`src/rtl/accum_pkg.sv`:
```
// Purpose: shared opcode/state enums and select-width helper for the multi-accumulator.
// Latency: n/a (types and functions only).
// Backpressure: n/a.
package accum_pkg;

    typedef enum logic [2:0] {
        OP_NOP = 3'd0,
        OP_LDA = 3'd1,
        OP_LDR = 3'd2,
        OP_ADD = 3'd3,
        OP_SUB = 3'd4,
        OP_MAC = 3'd5,
        OP_CLR = 3'd6,
        OP_RSV = 3'd7
    } op_t;

    typedef enum logic [0:0] {
        ST_IDLE = 1'b0,
        ST_LOOP = 1'b1
    } state_t;

    // Index width for an operand register file of n entries (n a power of two, n >= 2).
    function automatic int sel_width(input int n);
        return (n <= 2) ? 1 : $clog2(n);
    endfunction

endpackage

```
`src/rtl/accum_regfile.sv`:
```
// Purpose: NREGS x WIDTH operand register file, one write port, one asynchronous read port.
// Latency: write visible on the read port the cycle after the write edge; read is combinational.
// Backpressure: none; a write is taken on every edge where wr_vld is high.
//
// Ports: clk/rst_n clock and async active-low reset (clears every entry);
//        wr_vld/wr_sel/wr_dat write strobe, index and data; rd_sel/rd_dat read index and data.
module accum_regfile #(
    parameter int WIDTH = 8,
    parameter int NREGS = 4,
    parameter int SELW  = 2
) (
    input  logic              clk,
    input  logic              rst_n,
    input  logic              wr_vld,
    input  logic [SELW-1:0]   wr_sel,
    input  logic [WIDTH-1:0]  wr_dat,
    input  logic [SELW-1:0]   rd_sel,
    output logic [WIDTH-1:0]  rd_dat
);

    logic [WIDTH-1:0] regs_q [NREGS];

    always_ff @(posedge clk or negedge rst_n) begin
        if (!rst_n) begin
            for (int i = 0; i < NREGS; i++) begin
                regs_q[i] <= '0;
            end
        end else if (wr_vld) begin
            regs_q[wr_sel] <= wr_dat;
        end
    end

    assign rd_dat = regs_q[rd_sel];

endmodule

```
`src/rtl/multi_accumulator.sv`:
```
// Purpose: accumulator with operand register file, add/sub/multi-cycle MAC, carry and zero flags.
// Latency: done one cycle after acceptance; MAC with count N > 0 gives done N+1 cycles after acceptance.
// Backpressure: cmd_ready low in reset and for the whole MAC loop; held commands wait for ready.
//
// Ports: clk/rst_n clock and async active-low reset; cmd_valid/cmd_ready command handshake;
//        cmd_op/cmd_sel/cmd_data opcode, register index, immediate or MAC count;
//        acc_out accumulator register; cf carry/borrow flag; zf zero flag; done completion pulse.
module multi_accumulator
    import accum_pkg::*;
#(
    parameter int  WIDTH    = 8,
    parameter int  NREGS    = 4,
    parameter int  SATURATE = 0,
    localparam int SELW     = sel_width(NREGS)
) (
    input  logic              clk,
    input  logic              rst_n,
    input  logic              cmd_valid,
    output logic              cmd_ready,
    input  logic [2:0]        cmd_op,
    input  logic [SELW-1:0]   cmd_sel,
    input  logic [WIDTH-1:0]  cmd_data,
    output logic [WIDTH-1:0]  acc_out,
    output logic              cf,
    output logic              zf,
    output logic              done
);

    op_t               op;
    state_t            state_q;
    state_t            state_d;
    logic              accept;
    logic              loop_last;
    logic              live_q;
    logic [WIDTH-1:0]  acc_q;
    logic [WIDTH-1:0]  opnd_q;
    logic [WIDTH-1:0]  cnt_q;
    logic              cf_q;
    logic              zf_q;
    logic              done_q;
    logic [WIDTH-1:0]  rd_dat;
    logic [WIDTH-1:0]  operand;
    logic [WIDTH:0]    sum_w;
    logic [WIDTH:0]    dif_w;
    logic [WIDTH-1:0]  add_res;
    logic [WIDTH-1:0]  sub_res;

    assign op = op_t'(cmd_op);

    accum_regfile #(
        .WIDTH (WIDTH),
        .NREGS (NREGS),
        .SELW  (SELW)
    ) u_regfile (
        .clk    (clk),
        .rst_n  (rst_n),
        .wr_vld (accept && (op == OP_LDR)),
        .wr_sel (cmd_sel),
        .wr_dat (cmd_data),
        .rd_sel (cmd_sel),
        .rd_dat (rd_dat)
    );

    // One adder/subtractor pair serves both single ops and the MAC loop; in LOOP the
    // snapshot register feeds it so the register file is out of the path.
    assign operand = (state_q == ST_LOOP) ? opnd_q : rd_dat;
    assign sum_w   = {1'b0, acc_q} + {1'b0, operand};
    assign dif_w   = {1'b0, acc_q} - {1'b0, operand};
    assign add_res = ((SATURATE != 0) && sum_w[WIDTH]) ? '1 : sum_w[WIDTH-1:0];
    assign sub_res = ((SATURATE != 0) && dif_w[WIDTH]) ? '0 : dif_w[WIDTH-1:0];

    always_ff @(posedge clk or negedge rst_n) begin
        if (!rst_n) begin
            state_q <= ST_IDLE;
        end else begin
            state_q <= state_d;
        end
    end

    always_comb begin
        state_d   = state_q;
        cmd_ready = 1'b0;
        accept    = 1'b0;
        loop_last = 1'b0;
        case (state_q)
            ST_IDLE: begin
                // live_q holds ready low until the first edge after reset release.
                cmd_ready = live_q;
                accept    = cmd_valid && live_q;
                if (accept && (op == OP_MAC) && (cmd_data != '0)) begin
                    state_d = ST_LOOP;
                end
            end
            ST_LOOP: begin
                if (cnt_q == WIDTH'(1)) begin
                    state_d   = ST_IDLE;
                    loop_last = 1'b1;
                end
            end
        endcase
    end

    always_ff @(posedge clk or negedge rst_n) begin
        if (!rst_n) begin
            live_q <= 1'b0;
            acc_q  <= '0;
            opnd_q <= '0;
            cnt_q  <= '0;
            cf_q   <= 1'b0;
            zf_q   <= 1'b1;
            done_q <= 1'b0;
        end else begin
            live_q <= 1'b1;
            done_q <= 1'b0;
            if (state_q == ST_LOOP) begin
                acc_q  <= add_res;
                zf_q   <= (add_res == '0);
                cf_q   <= cf_q | sum_w[WIDTH];
                cnt_q  <= cnt_q - WIDTH'(1);
                done_q <= loop_last;
            end else if (accept) begin
                done_q <= 1'b1;
                case (op)
                    OP_LDA: begin
                        acc_q <= cmd_data;
                        cf_q  <= 1'b0;
                        zf_q  <= (cmd_data == '0);
                    end
                    OP_ADD: begin
                        acc_q <= add_res;
                        cf_q  <= sum_w[WIDTH];
                        zf_q  <= (add_res == '0);
                    end
                    OP_SUB: begin
                        acc_q <= sub_res;
                        cf_q  <= dif_w[WIDTH];
                        zf_q  <= (sub_res == '0);
                    end
                    OP_MAC: begin
                        // Count of zero completes like a NOP; otherwise done waits for the loop.
                        if (cmd_data != '0) begin
                            opnd_q <= rd_dat;
                            cnt_q  <= cmd_data;
                            cf_q   <= 1'b0;
                            done_q <= 1'b0;
                        end
                    end
                    OP_CLR: begin
                        acc_q <= '0;
                        cf_q  <= 1'b0;
                        zf_q  <= 1'b1;
                    end
                    default: begin
                    end
                endcase
            end
        end
    end

    assign acc_out = acc_q;
    assign cf      = cf_q;
    assign zf      = zf_q;
    assign done    = done_q;

endmodule
```
`config.mk`:
```
export PLATFORM = sky130hd
export DESIGN_NAME = multi_accumulator
export DESIGN_NICKNAME = d
export VERILOG_FILES = /design/src/rtl/accum_pkg.sv /design/src/rtl/accum_regfile.sv /design/src/rtl/multi_accumulator.sv
export SDC_FILE = /design/constraint.sdc
export NUM_CORES = 1
export LEC_CHECK = 0
export ABC_AREA = 1
export CAP_MARGIN = 10
export CORE_MARGIN = 10
export CORE_UTILIZATION = 30
export DETAILED_ROUTE_END_ITERATION = 8
export GPL_ROUTABILITY_DRIVEN = 0
export SYNTH_ARGS = -nofsm -noshare
export SYNTH_HDL_FRONTEND = slang
export SYNTH_HIERARCHICAL = 1
export SYNTH_SLANG_ARGS = --single-unit
```
`constraint.sdc`:
```
create_clock -name clk -period 4.1 [get_ports clk]
set_clock_uncertainty 0.2 [all_clocks]
set_input_delay 1.23 -clock clk [delete_from_list [all_inputs] [get_ports clk]]
set_output_delay 1.23 -clock clk [all_outputs]
set_load 0.02 [all_outputs]
```
==> results.sh, run 1 <==
export IMPL_port_buffers=27
export IMPL_fin_crit_sh_pct=93.32
export IMPL_cts_buffer_depth=2
export IMPL_ys_seq_area_share_pct=34.05
export IMPL_ys_types=43
export IMPL_rows=44
export IMPL_die_x_um=142.3
export IMPL_ys_ff_latch=61
export IMPL_dieArea_mm2=0.02025
export IMPL_end_kind="flip-flop"
export IMPL_multiInputGateArea_mm2=0.002447
export IMPL_pre_cts_ws_ps=-175.9
export IMPL_vias_per_cell=4.781
export IMPL_vias=4265
export IMPL_crit_fanout=14
export IMPL_synth_net_count=680
export IMPL_power_leakage_nw=3.008
export IMPL_synth_async_sr_flop_share_pct=100.0
export IMPL_start_util_pct=30.75
export IMPL_core_mm2=0.01459
export IMPL_synth_area_leaders="dfrtp_1 (33%), nand2_1 (18%), inv_1 (7.9%), ha_1 (6.7%), nand3_1 (6.5%)"
export IMPL_grt_pass1_wl_um=20870
export IMPL_critical_path_class="in -> reg"
export IMPL_synth_edf_count=0
export IMPL_cts_root_buffer="clkbuf_16"
export IMPL_htreeDepth=3
export IMPL_finalSetupTns_ps=0
export IMPL_grt_antenna_before_repair=0
export IMPL_drive_gt1_share_pct=14.69
export IMPL_drt_initial_drc_count=286
export IMPL_num_antenna_cells=0
export IMPL_yosysMostFrequentCell="nand2_1"
export IMPL_clkLatencyLatePin_ps=330
export IMPL_syn_area_per_cell_um2=7.033
export IMPL_grt_overflow_total=0
export IMPL_vdd_drop_max_mv=0.1932
export IMPL_status="finished, final reports clean"
export IMPL_grt_max_degree=62
export IMPL_tightest_slew_ps=798.3
export IMPL_fmax_mhz=261.4
export IMPL_synth_area_mm2=0.004487
export IMPL_dr_pass1_iters=5
export IMPL_drcViolationCount=0
export IMPL_cts_sink_count=61
export IMPL_dp_cells=878
export IMPL_min_period_ps=3826
export IMPL_synth_top_cell_area_share_pct=33.46
export IMPL_instances_no_fill=892
export IMPL_nets=747
export IMPL_power_density_mw_per_mm2=270.7
export IMPL_tritoncts="yes"
export IMPL_max_slew_margin_rel_pct=46.78
export IMPL_hold_buffers=0
export IMPL_post_cts_buffers=0
export IMPL_area_growth_synth_to_final_pct=23.09
export IMPL_synth_flop_cell="dfrtp_1"
export IMPL_maxCapViolCount=0
export IMPL_ant_nets=0
export IMPL_cts_buffers=9
export IMPL_final_fill_count=1526
export IMPL_place_area_mm2=0.005221
export IMPL_grt_use_total_pct=12.61
export IMPL_totalWireLength_um=12510
export IMPL_place_hpwl_um=9488
export IMPL_synth_cells=638
export IMPL_die_h_um=142.3
export IMPL_worst_ep_required_time_ps=4170
export IMPL_clkTransAtPathRegs_ps=50
export IMPL_setup_viol=0
export IMPL_fin_ws_ps=274.0
export IMPL_seq_area_mm2=0.001528
export IMPL_maxSlewViolCount=0
export IMPL_hold_class="reg -> reg"
export IMPL_wl_per_cell_um=14.03
export IMPL_worst_endpoint_arrival_ps=3900
export IMPL_yosys_area_top_type="dfrtp_1"
export IMPL_grt_pass1_vias=4053
export IMPL_cts_resized=0
export IMPL_synth_common_cells="nand2_1 (221), inv_1 (95), dfrtp_1 (60)"
export IMPL_postLayoutCellArea_mm2=0.005523
export IMPL_ys_warn_count=6
export IMPL_hold_ws_ps=270.3
export IMPL_final_hold_viol_count=0
export IMPL_pin_count=28
export IMPL_startpoint_type="input pin"
[worst max-delay path, cell delays in order]
cell	delay [ps]
clkdlybuf4s50_1	590
buf_6	190
nand2_1	70
nand3_1	90
nand2_1	80
o21ai_0	160
buf_4	160
inv_1	70
fa_1	460
xor2_2	220
nand2_1	70
nor2_1	80
nand3_1	90
nor2_1	90
nand2_1	60
nand3_1	70
nand2_1	60
inv_1	50
[cell usage in the layout (no fill, tap or decap), types with 3 or more instances in the layout]
cell type,count
o211ai_1,7
o21ai_0,19
inv_1,95
o221ai_1,4
o21ai_2,10
nand2_4,3
buf_4,45
a21oi_1,15
nand4_1,26
nand2_1,221
nand3_1,58
inv_2,8
nor2_1,26
ha_1,24
clkdlybuf4s50_1,25
dfrtp_1,60
clkbuf_16,9
or2_2,7
nand3_4,3
[flip-flops by register name (all words and copies together) (netlist names)]
signal / cells
u_regfile/regs_q: 32
opnd_q: 8
cf: 1
live_q: 1
cnt_q: 8
state_q: 1
done: 1
acc_out: 8
zf: 1
[per-layer routing]
layer	part of all wire (%)	global-route usage (%)	up-vias	wire [µm]
met5	0	0	-	0
met4	1.4	3.621	0	173
met3	3.9	2.036	12	488
met2	46	19.89	105	5776
met1	49	17.35	1983	6075
li1	-	-	2165	-
[stage by stage]
step	util, %	total power, W
after floorplan	-	0.0006921
after global placement	35.79	0.0007719
after detailed placement	35.79	0.0007721
after CTS	37.72	0.001511
after global routing	37.86	0.001551
final	37.86	0.001495
[path summary, 6_finish.rpt]
path                                             to        from  depth (start not counted)  slack [ps]
worst max register to register                   zf     state_q                         15        1150
worst min-delay path                      opnd_q[6]   opnd_q[6]                          2         270
worst max-delay path                             zf  cmd_sel[0]                         18         270
min in group asynchronous       u_regfile/regs_q[4]       rst_n                          2         860
max in group asynchronous                 opnd_q[5]       rst_n                          2        2300
worst min register to register            opnd_q[6]   opnd_q[6]                          2         270
[report_power, final]
part / internal, W / switching [W]
Clock: 0.000479 / 0.000254
Sequential: 0.000606 / 0.00000325
Combinational: 0.0000548 / 0.0000980
Total: 0.00114 / 0.000356
[area by class of cell]
| type | count | share of cell area [%] |
|---|---|---|
| inverter | 105 | 7.227 |
| clock inverter | 2 | 0.6343 |
| sequential | 61 | 27.66 |
| timing repair buffer | 74 | 11.53 |
| tap | 184 | 4.169 |
| clock buffer | 12 | 4.463 |
| multi-input combinational | 454 | 44.31 |
[cells by family (layout without fill, tap and decap cells)]
logic type	Yosys count	after routing	synth area share (%)
compound gates	65	65	9.203
xor+xnor	3	3	0.5857
fa+ha+maj	26	26	7.585
buf+inv	123	193	11.80
flops	61	61	34.05
other cells	1	1	0.08358
simple gates	359	359	36.70
No activity file was read; power rests on OpenSTA's default activity.
==> run 2, diff against run 1 <==
Clock period 4.1 ns to 4.7 ns, I/O delays scaled along.
==> run 2 against run 1 <==
Effect of this change:
- non-clock buffer count shrank 24
- largest cell class unchanged
- sequential share of layout area grew 1.2 points
- combinational power fell by 18%
- highest routed layer unchanged
==> results.sh, run 2 (synthesis gave the netlist of run 1 again) <==
export IMPL_ant_nets=0
export IMPL_drive_gt1_share_pct=11.81
export IMPL_drcViolationCount=0
export IMPL_vdd_drop_max_mv=0.1577
export IMPL_intPower_w=0.0009242
export IMPL_finalSetupTns_ps=0
export IMPL_num_antenna_cells=0
export IMPL_clkLatencyLatePin_ps=340
export IMPL_cts_buffer_depth=2
export IMPL_rows=44
export IMPL_pre_cts_ws_ps=119.5
export IMPL_hold_ws_ps=268.5
export IMPL_place_hpwl_um=9319
export IMPL_hold_class="reg -> reg"
export IMPL_tightest_slew_ps=720.3
export IMPL_rsz0062_at_grt="no"
export IMPL_combPwrFrac_pct=10.0
export IMPL_pin_count=28
export IMPL_p_sw_share_pct=26.47
export IMPL_power_leakage_nw=2.861
export IMPL_status="finished, final reports clean"
export IMPL_drt_initial_drc_count=301
export IMPL_area_growth_synth_to_final_pct=18.07
export IMPL_post_cts_buffers=0
export IMPL_end_kind="flip-flop"
export IMPL_clkTransAtPathRegs_ps=50
export IMPL_final_common_cell="nand2_1"
export IMPL_grt_pass1_vias=4081
export IMPL_die_h_um=142.3
export IMPL_tritoncts="yes"
export IMPL_p_seq_share_pct=42.2
export IMPL_worst_endpoint_arrival_ps=4310
export IMPL_htreeDepth=3
export IMPL_fin_ws_ps=476.8
export IMPL_core_mm2=0.01459
export IMPL_dr_pass1_iters=5
export IMPL_vias_per_cell=4.736
export IMPL_dieArea_mm2=0.02025
export IMPL_startpoint_type="input pin"
export IMPL_cts_sink_count=61
export IMPL_critical_path_class="in -> reg"
export IMPL_max_slew_margin_rel_pct=51.98
export IMPL_p_sw_w=0.0003327
export IMPL_worst_ep_required_time_ps=4780
export IMPL_grt_antenna_before_repair=0
export IMPL_maxSlewViolCount=0
export IMPL_crit_fanout=11
export IMPL_cts_buffers=9
export IMPL_grt_max_degree=31
export IMPL_totalWireLength_um=12260
export IMPL_wl_per_cell_um=14.09
export IMPL_p_clk_share_pct=47.8
export IMPL_largest_register="u_regfile/regs_q"
export IMPL_grt_use_total_pct=12.79
export IMPL_port_buffers=27
export IMPL_power_density_mw_per_mm2=237.3
export IMPL_largest_reg_flops=32
export IMPL_fmax_mhz=236.8
export IMPL_cts_root_buffer="clkbuf_16"
export IMPL_grt_overflow_total=0
export IMPL_vias=4120
export IMPL_layout_common_cells="nand2_1 (221), inv_1 (95), dfrtp_1 (60)"
export IMPL_min_period_ps=4223
export IMPL_cts_resized=0
export IMPL_start_util_pct=30.75
export IMPL_nets=723
export IMPL_grt_pass1_wl_um=20890
export IMPL_maxCapViolCount=0
export IMPL_die_x_um=142.3
export IMPL_fin_crit_sh_pct=89.86
export IMPL_hold_buffers=0
export IMPL_setup_viol=0
export IMPL_final_hold_viol_count=0
-- run 2: stage by stage --
stage | power, W | instance area [µm²] | instances | util (%)
3_5_place_dp | 0.0006663 | 5029 | 854 | 34.47
4_1_cts | 0.001274 | 5298 | 870 | 36.31
2_1_floorplan | 0.0006037 | 4487 | 638 | -
6_report | 0.001257 | 5298 | 870 | 36.31
3_3_place_gp | 0.0006663 | 5029 | 854 | 34.47
5_1_grt | 0.001314 | 5298 | 870 | 36.31
-- run 2: area by class of cell --
class	count	area (µm²)
clock buffer	10	229.0
clock inverter	6	40.04
fill	1538	9291
inverter	105	396.6
multi-input combinational	454	2436
sequential	61	1528
tap	184	230.2
timing repair buffer	50	437.9
-- run 2: metal layers --
layer  GRT usage [%]  part of all wire (%)  vias to the layer above
li1                -                     -                     2124
met1           16.80                    48                     1898
met2           20.94                    48                       84
met3           1.636                   3.3                       14
met4           4.792                   1.5                        0
met5               0                     0                        -
-- run 2: final timing paths --
check / depth (start not counted) / slack, ps / startpoint / endpoint
min reg2reg: 2 / 270 / opnd_q[2] / opnd_q[2]
max in group asynchronous: 2 / 2570 / rst_n / zf
max reg2reg: 14 / 1470 / state_q / zf
max: 17 / 480 / cmd_sel[0] / zf
min: 2 / 270 / opnd_q[2] / opnd_q[2]
min in group asynchronous: 1 / 930 / rst_n / u_regfile/regs_q[5]
-- run 2: power groups by stage --
stage	registers [W]	logic (W)	clock network, W
after global routing	0.000531	0.000142	0.000641
after CTS	0.000531	0.000127	0.000616
after global placement	0.000540	0.000126	0
after floorplan	0.000541	0.0000624	0
final	0.000531	0.000125	0.000601
after detailed placement	0.000540	0.000127	0
-- run 2: critical path: stages --
cell,delay [ps]
clkdlybuf4s50_1,590
buf_4,220
nand2_1,60
nand3_1,70
nand2_1,80
o21ai_0,400
inv_1,150
fa_1,470
xor2_1,270
nand2_1,90
nor2_1,90
nand3_1,80
nor2_1,90
nand2_1,60
nand3_1,70
nand2_1,50
inv_1,40
==> run 3, diff against run 2 <==
Settings changed: REMOVE_ABC_BUFFERS from default to 1.
==> run 3 against run 2 <==
Effect of this change:
- register-to-register slack better by 380 ps
- via count hardly changed
- sequential power hardly changed
- first-iteration DRC count is 16% higher
- die area stayed put
- core utilization is 0.13 points higher
- power is 11% higher
- clock power is 23% higher
- flip-flop and latch count stayed put
- non-clock buffer count is 6 lower
- largest power group unchanged
- critical path depth stayed put
==> results.sh, run 3 (synthesis gave the netlist of run 1 again) <==
export IMPL_finalSetupTns_ps=0
export IMPL_critical_path_class="in -> reg"
export IMPL_p_seq_share_pct=38.1
export IMPL_drt_initial_drc_count=348
export IMPL_ant_nets=0
export IMPL_die_x_um=142.3
export IMPL_area_growth_synth_to_final_pct=18.49
export IMPL_clkLatencyLatePin_ps=330
export IMPL_cts_buffer_depth=2
export IMPL_vdd_drop_max_mv=0.1235
export IMPL_min_period_ps=4283
export IMPL_instances_no_fill=864
export IMPL_p_clk_share_pct=53.0
export IMPL_multiInputGateArea_mm2=0.002436
export IMPL_pre_cts_ws_ps=97.38
export IMPL_hold_buffers=0
export IMPL_grt_pass1_wl_um=20670
export IMPL_cts_root_buffer="clkbuf_16"
export IMPL_max_slew_margin_rel_pct=38.52
export IMPL_rsz0062_at_grt="no"
export IMPL_core_mm2=0.01459
export IMPL_place_area_mm2=0.004984
export IMPL_dr_pass1_iters=5
export IMPL_combPwrFrac_pct=8.9
export IMPL_place_hpwl_um=9124
export IMPL_crit_path_frequent_cell="nand2_1"
export IMPL_maxSlewViolCount=0
export IMPL_final_hold_viol_count=0
export IMPL_fin_ws_ps=416.8
export IMPL_path_depth=17
export IMPL_cpPeakStageDelay_ps=540
export IMPL_grt_use_total_pct=12.51
export IMPL_fmax_mhz=233.5
export IMPL_dieArea_mm2=0.02025
export IMPL_totalWireLength_um=12240
export IMPL_tritoncts="yes"
export IMPL_postLayoutCellArea_mm2=0.005316
export IMPL_rows=44
export IMPL_worst_path_max_delay_cell="clkdlybuf4s50_1"
export IMPL_cts_sink_count=61
export IMPL_final_fill_count=1545
export IMPL_cts_buffers=9
export IMPL_hold_class="reg -> reg"
export IMPL_clkTransAtPathRegs_ps=60
export IMPL_wl_per_cell_um=14.16
export IMPL_p_sw_w=0.0003410
export IMPL_whs_path_depth=2
export IMPL_cpLargestDelayFamily="buffers and inverters"
export IMPL_seq_area_mm2=0.001528
export IMPL_layout_common_cells="nand2_1 (221), inv_1 (95), dfrtp_1 (60)"
export IMPL_setup_viol=0
export IMPL_power_density_mw_per_mm2=261.8
export IMPL_maxCapViolCount=0
export IMPL_status="finished, final reports clean"
export IMPL_fin_crit_sh_pct=91.13
export IMPL_worst_ep_required_time_ps=4780
export IMPL_p_sw_share_pct=24.51
export IMPL_htreeDepth=3
export IMPL_startpoint_type="input pin"
export IMPL_crit_buf_inv=4
export IMPL_power_leakage_nw=2.873
export IMPL_final_common_cell="nand2_1"
export IMPL_grt_antenna_before_repair=0
export IMPL_crit_chain="clkdlybuf4s50_1 -> buf_4 -> nand2_1 -> nand3_1 -> nand2_1 -> o21ai_0 -> inv_1 -> fa_1 -> xor2_1 -> nand2_1 -> nor2_1 -> nand3_1 -> nor2_1 -> nand2_1 -> nand3_1 -> nand2_1 -> inv_1"
export IMPL_start_util_pct=30.75
export IMPL_pin_count=28
export IMPL_port_buffers=27
export IMPL_post_cts_buffers=0
export IMPL_cts_resized=0
export IMPL_crit_fanout=19
export IMPL_dp_cells=848
export IMPL_intPower_w=0.001051
export IMPL_tightest_slew_ps=922.2
export IMPL_grt_pass1_vias=4064
export IMPL_grt_overflow_total=0
export IMPL_vias_per_cell=4.773
export IMPL_largest_reg_flops=32
export IMPL_grt_max_degree=40
export IMPL_vias=4124
export IMPL_drcViolationCount=0
export IMPL_num_antenna_cells=0
export IMPL_end_kind="flip-flop"
export IMPL_hold_ws_ps=268.7
export IMPL_drive_gt1_share_pct=11.18
export IMPL_die_h_um=142.3
export IMPL_nets=717
export IMPL_r2r_cells=16
export IMPL_worst_endpoint_arrival_ps=4360
export IMPL_largest_register="u_regfile/regs_q"
## run 3: worst min-delay path: cells and delay by family (launching register included)
kind | cells | cell delay, ps
DFF | 1 | 340
and+or+nand+nor | 2 | 90
## run 3: metrics by stage
step / util, % / total power, W
finish: 36.44 / 0.001392
global route: 36.44 / 0.001446
CTS: 36.44 / 0.001406
detailed placement: 34.16 / 0.0006641
global placement: 34.16 / 0.0006637
floorplan: - / 0.0005950
## run 3: per-layer routing
| layer | vias to the layer above | global-route usage [%] | part of all wire (%) |
|---|---|---|---|
| met5 | - | 0 | 0 |
| met4 | 0 | 4.366 | 1.5 |
| met3 | 11 | 1.335 | 3.3 |
| met2 | 87 | 20.18 | 47 |
| met1 | 1913 | 16.96 | 48 |
| li1 | 2113 | - | - |
## run 3: path summary, 6_finish.rpt
kind                                           start                   end  slack [ps]
worst max-delay path                      cmd_sel[0]                    zf         420
worst min-delay path            u_regfile/regs_q[30]  u_regfile/regs_q[30]         270
worst max register to register   u_regfile/regs_q[1]                    zf        1850
worst min register to register  u_regfile/regs_q[30]  u_regfile/regs_q[30]         270
max in group asynchronous                      rst_n              cnt_q[3]        2420
min in group asynchronous                      rst_n            acc_out[5]        1020
## run 3: cell type report
cell class	instances	area share (%)
Inverter	105	7.461
Multi-Input combinational cell	454	45.82
Clock buffer	10	4.495
Clock inverter	6	1.765
Sequential cell	61	28.74
Timing Repair Buffer	44	7.390
Tap cell	184	4.330
## run 3: power by group through the flow
stage	registers, W	logic (W)	clock network (W)
floorplan	0.000541	0.0000536	0
global placement	0.000540	0.000124	0
detailed placement	0.000540	0.000124	0
CTS	0.000530	0.000125	0.000751
global route	0.000530	0.000139	0.000777
finish	0.000530	0.000123	0.000738
